File: src/rtl/rom_fetch_master_pkg.sv
// Shared definitions for the ROM fetch bus master: FSM encoding, active-low bus
// levels, reset polarity and default geometry. Optional timeout feature is
// enabled with the ROM_FETCH_TIMEOUT_EN macro (see rom_fetch_master.sv).
package rom_fetch_master_pkg;

  // Controller states.
  typedef enum logic [1:0] {
    StIdle    = 2'd0,
    StAccess  = 2'd1,
    StRecover = 2'd2
  } state_e;

  // Bus strobes (cs_, as_, rdy_) are active low.
  localparam logic ENABLE_  = 1'b0;
  localparam logic DISABLE_ = 1'b1;

  // Level of the synchronous reset input that forces the reset state.
  localparam logic RESET_ACTIVE = 1'b1;

  // ROM geometry: 2^11 32-bit words = 8 KiB.
  localparam int unsigned ROM_ADDR_W = 11;
  localparam int unsigned ROM_DATA_W = 32;

  // ACCESS cycles without rdy_ before the optional abort.
  localparam int unsigned DEFAULT_TIMEOUT = 16;

  // True when a client byte address is word aligned and lies inside the ROM.
  function automatic logic addr_in_rom(input logic [31:0] byte_addr,
                                       input int unsigned addr_w);
    logic [31:0] above_rom;
    above_rom = byte_addr >> (addr_w + 2);
    return (byte_addr[1:0] == 2'b00) && (above_rom == '0);
  endfunction

endpackage

File: src/rtl/rom_fetch_master.sv
// ROM fetch bus master. Accepts a byte-address read request from a client, checks
// alignment and range, runs one cs_/as_/rdy_ bus read and returns a single-cycle
// response. All outputs come straight from registers.
// Optional feature: define ROM_FETCH_TIMEOUT_EN to abort an ACCESS that sees no
// rdy_ for TIMEOUT cycles; without it ACCESS waits indefinitely.
module rom_fetch_master
  import rom_fetch_master_pkg::*;
#(
  parameter int unsigned ADDR_W = ROM_ADDR_W,
  parameter int unsigned DATA_W = ROM_DATA_W
`ifdef ROM_FETCH_TIMEOUT_EN
  ,
  parameter int unsigned TIMEOUT = DEFAULT_TIMEOUT
`endif
) (
  input  logic              clk,
  input  logic              reset,
  // Client side
  input  logic              req,
  input  logic [31:0]       req_addr,
  output logic              req_ready,
  output logic              resp_valid,
  output logic [DATA_W-1:0] resp_data,
  output logic              resp_err,
  // ROM slave bus (active-low strobes)
  output logic              cs_,
  output logic              as_,
  output logic [ADDR_W-1:0] addr,
  input  logic [DATA_W-1:0] rd_data,
  input  logic              rdy_
);

  state_e              state_q, state_d;
  logic                cs_q, cs_d;
  logic                as_q, as_d;
  logic [ADDR_W-1:0]   addr_q, addr_d;
  logic                req_ready_q, req_ready_d;
  logic                resp_valid_q, resp_valid_d;
  logic [DATA_W-1:0]   resp_data_q, resp_data_d;
  logic                resp_err_q, resp_err_d;
  logic                req_ok;

`ifdef ROM_FETCH_TIMEOUT_EN
  // Counter holds 0..TIMEOUT-1.
  localparam int unsigned CntW = (TIMEOUT > 2) ? $clog2(TIMEOUT) : 1;
  localparam logic [CntW-1:0] CntLast = CntW'(TIMEOUT - 1);

  logic [CntW-1:0] cnt_q, cnt_d;
`endif

  assign req_ok = addr_in_rom(req_addr, ADDR_W);

  // Next-state, bus strobes and response capture.
  always_comb begin
    state_d     = state_q;
    cs_d        = cs_q;
    as_d        = as_q;
    addr_d      = addr_q;
    resp_data_d = resp_data_q;
    resp_err_d  = resp_err_q;
`ifdef ROM_FETCH_TIMEOUT_EN
    cnt_d       = cnt_q;
`endif

    case (state_q)
      StIdle: begin
        if (req) begin
          if (!req_ok) begin
            // Rejected request: answer with an error, never touch the bus.
            resp_err_d  = 1'b1;
            resp_data_d = '0;
            state_d     = StRecover;
          end else begin
            addr_d  = req_addr[ADDR_W+1:2];
            cs_d    = ENABLE_;
            as_d    = ENABLE_;
            state_d = StAccess;
`ifdef ROM_FETCH_TIMEOUT_EN
            cnt_d   = '0;
`endif
          end
        end
      end

      StAccess: begin
        if (rdy_ == ENABLE_) begin
          // Data wins even on the cycle the timeout would fire.
          resp_data_d = rd_data;
          resp_err_d  = 1'b0;
          cs_d        = DISABLE_;
          as_d        = DISABLE_;
          state_d     = StRecover;
`ifdef ROM_FETCH_TIMEOUT_EN
        end else if (cnt_q == CntLast) begin
          resp_data_d = '0;
          resp_err_d  = 1'b1;
          cs_d        = DISABLE_;
          as_d        = DISABLE_;
          state_d     = StRecover;
        end else begin
          cnt_d = cnt_q + CntW'(1);
`endif
        end
      end

      // One turnaround cycle; a stale rdy_ from the slave is ignored here.
      StRecover: begin
        state_d = StIdle;
      end

      default: begin
        cs_d    = DISABLE_;
        as_d    = DISABLE_;
        state_d = StIdle;
      end
    endcase

    // Handshake outputs are registered copies of where the FSM is heading.
    resp_valid_d = (state_d == StRecover);
    req_ready_d  = (state_d == StIdle);
  end

  // State and output registers with synchronous reset.
  always_ff @(posedge clk) begin
    if (reset == RESET_ACTIVE) begin
      state_q      <= StIdle;
      cs_q         <= DISABLE_;
      as_q         <= DISABLE_;
      addr_q       <= '0;
      req_ready_q  <= 1'b1;
      resp_valid_q <= 1'b0;
      resp_data_q  <= '0;
      resp_err_q   <= 1'b0;
    end else begin
      state_q      <= state_d;
      cs_q         <= cs_d;
      as_q         <= as_d;
      addr_q       <= addr_d;
      req_ready_q  <= req_ready_d;
      resp_valid_q <= resp_valid_d;
      resp_data_q  <= resp_data_d;
      resp_err_q   <= resp_err_d;
    end
  end

`ifdef ROM_FETCH_TIMEOUT_EN
  // Wait-state counter for the ACCESS abort.
  always_ff @(posedge clk) begin
    if (reset == RESET_ACTIVE) begin
      cnt_q <= '0;
    end else begin
      cnt_q <= cnt_d;
    end
  end
`endif

  assign cs_        = cs_q;
  assign as_        = as_q;
  assign addr       = addr_q;
  assign req_ready  = req_ready_q;
  assign resp_valid = resp_valid_q;
  assign resp_data  = resp_data_q;
  assign resp_err   = resp_err_q;

endmodule

File: config.mk
export PLATFORM = sky130hd
export DESIGN_NAME = rom_fetch_master
export DESIGN_NICKNAME = d
export VERILOG_FILES = /design/src/rtl/rom_fetch_master_pkg.sv /design/src/rtl/rom_fetch_master.sv
export SDC_FILE = /design/constraint.sdc
export NUM_CORES = 1
export LEC_CHECK = 0
export CAP_MARGIN = 20
export CELL_PAD_IN_SITES_DETAIL_PLACEMENT = 1
export CELL_PAD_IN_SITES_GLOBAL_PLACEMENT = 2
export CORE_MARGIN = 2
export CORE_UTILIZATION = 20
export DETAILED_ROUTE_END_ITERATION = 8
export GPL_TIMING_DRIVEN = 1
export PLACE_DENSITY = 0.83
export SETUP_SLACK_MARGIN = 0.2
export SYNTH_ARGS = -nofsm -noshare
export SYNTH_HDL_FRONTEND = slang
export SYNTH_SLANG_ARGS = --single-unit
File: constraint.sdc
create_clock -name clk -period 2.7 [get_ports clk]
set_input_delay 0.675 -clock clk [delete_from_list [all_inputs] [get_ports clk]]
set_output_delay 0.675 -clock clk [all_outputs]
set_load 0.02 [all_outputs]
==> flow_summary.ini <==
[worst_setup_path]
path_cells = dlygate4sd2_1 > or3_4 > or4_4 > or3_4 > buf_12 > a311oi_2
cp_slowest_stage_delay_ns = 0.52
path_common_cell = or3_4
worst_setup_path_end_kind = register
cp_slowest_cell = or4_4
worstPathRequired_ns = 2.89
startpoint_type = input port
path_class = in -> reg
crit_fanout = 7
critPathArrivalTime_ns = 2.63

[route]
wl_per_cell_microns = 15.70
drtPass1Iterations = 4
antenna_left = 0
wl_microns = 7723
drc = 0
dr.first_iter.drc_count = 59
via_per_inst = 4.713
vias = 2319

[global_route]
antenna_found_initial = 0
grt_pass1_vias = 2472
grt-ovfl-total = 0
grt_use_total_pct = 12.69
grt_pass1_wl_microns = 12110
grt_max_degree = 66

[clock_tree]
cts_tree = built
clockBufferDepth = 2
clock_latency_ns = 0.29
cts_max_level = 2
cts_sinks = 49
holdBufCountCts = 0
clkTransAtPathRegs_ns = 0.06
cts_buffers = 5
cts_root_buffer = clkbuf_16

[die]
start_util_pct = 20.70
die_w_microns = 110.4
core_area_sq_um = 10940
io_pins = 116
core.rowCount = 38
die_h_microns = 110.4
die_area_sq_um = 12180

[timing]
period_share_pct = 90.38
relSlewSlack_pct = 61.38
finClkSkew_ns = 0.006556
worstMarginPinSlew_ns = 0.5793
rsz0062_at_grt = false
final_hold_viol_count = 0
slew_viol_final = 0
min_period_ns = 2.440
fmax_ghz = 0.4098
setup_viol = 0

[finish]
drive_gt1_share_pct = 20.45
diodes = 0
regArea_sq_um = 980.9
num-nets-final = 419
final_common_cell = clkdlybuf4s50_1
area_delta_synth_final_pct = 71.75
fillers = 1278
multi_input_area_sq_um = 1202
finish.instance_area_sq_um = 3887
instances_no_fill = 492
mostFrequentLayoutCells = clkdlybuf4s50_1, dfxtp_1, a21oi_1, nand2_1, a311oi_2

[logic_synthesis]
yosys_warnings = 0
syn_nets = 304
synthDistinctLibCells = 27
ys_ff_latch = 49
netlist_area_sq_um = 2263
synth_cells = 236
seq_area_frac_synth_pct = 43.34
synth.avg_cell_area_sq_um = 9.591

[run]
cap_viol_max_count = 0

[power]
peakVddDrop_uv = 235.5
p_leak_nw = 1.172
pwr_density_cell_nw_per_um2 = 404.9

[placement]
dpl_cell_area_sq_um = 3662
place_congestion = 0.7357
dp.cells = 480
dp_hpwl_microns = 5432
port_buffers = 115

[status]
outcome = finished clean

[hold_path]
min_path_type = reg -> reg
-- worst paths after layout --
check	startpoint	to	slack, ns	cells past startpoint
worst max register to register	state_q[0]	resp_data[21]	1.12	4
worst min-delay path	addr[10]	addr[10]	0.47	2
worst min register to register	addr[10]	addr[10]	0.47	2
worst max-delay path	req_addr[25]	resp_data[21]	0.26	6
-- final cells by class --
type / instances / area share, %
clock buffers: 7 / 3.927
repair buffers: 134 / 35.28
clock inverters: 1 / 0.1287
well taps: 140 / 4.506
flip-flops and latches: 49 / 25.23
multi-input cells: 161 / 30.93
-- worst max-delay path, delay by kind of cell --
| kind | cells | cell delay (ns) |
|---|---|---|
| AO/OA/AOI/OAI | 1 | 0.21 |
| buffers and inverters | 2 | 0.41 |
| AND/OR/NAND/NOR | 3 | 1.32 |
-- cell usage after synthesis, drive strengths merged --
cell type  number  share of area (%)
dfxtp          49                 43
a21oi          46                 10
nand2          33                5.5
a311oi         32                 21
clkbuf         21                3.5
nand4          11                3.0
o31ai          11                3.6
buf             5                2.0
nand2b          4                1.1
nor2            3               0.50
nor4            3               0.83
or4             3                1.3
a21boi          2               0.66
a21o            2               0.66
o21ai           2               0.44
or3             2               0.55
and2            1               0.28
nand3           1               0.22
nand3b          1               0.33
nor2b           1               0.28
nor3b           1               0.33
o21a            1               0.33
or2             1               0.28
-- registers in the layout (all words and copies together), names as in the netlist --
register / flops
req_ready: 1
resp_data: 32
state_q: 2
addr: 11
resp_err: 1
as_: 1
resp_valid: 1
-- where the power goes --
part           switching [mW]  internal (mW)
clock network           0.271          0.393
logic                  0.0745          0.106
registers             0.00280          0.726
-- through the flow --
step | setup slack, ns | hold slack [ns] | setup TNS [ns] | power (mW) | util (%)
after floorplan | 0.1502 | 0.5013 | 0 | 0.7936 | -
after global placement | -0.4004 | 0.4492 | -12.93 | 0.9296 | 33.49
after detailed placement | -0.4788 | 0.4597 | -14.59 | 0.9319 | 33.49
after CTS | 0.1573 | 0.4760 | 0 | 1.604 | 35.55
after global routing | 0.2178 | 0.4963 | 0 | 1.645 | 35.55
final | 0.2598 | 0.4723 | 0 | 1.574 | 35.55
-- per-layer routing --
layer	vias to the layer above	GRT usage [%]	share of wire (%)
met5	-	0	0
met1	1112	15.80	44
met4	0	2.411	0.54
li1	1136	-	-
met2	66	22.61	50
met3	5	2.704	5.9
-- cells by family after synthesis --
| group | count (synthesis) | share of synthesized area [%] |
|---|---|---|
| AND/OR/NAND/NOR | 65 | 14.54 |
| flip-flops | 49 | 43.34 |
| buffers and inverters | 26 | 5.528 |
| AO/OA/AOI/OAI | 96 | 36.59 |
-- what timing repair did --
item / in CTS / in global routing
buffers inserted: 2 / 0
pin swaps: 7 / 2
endpoints found under the setup margin: 39 / 12
gates resized for setup: 32 / 0
cloned: 2 / 0
Power figures use the tool's default switching activity.
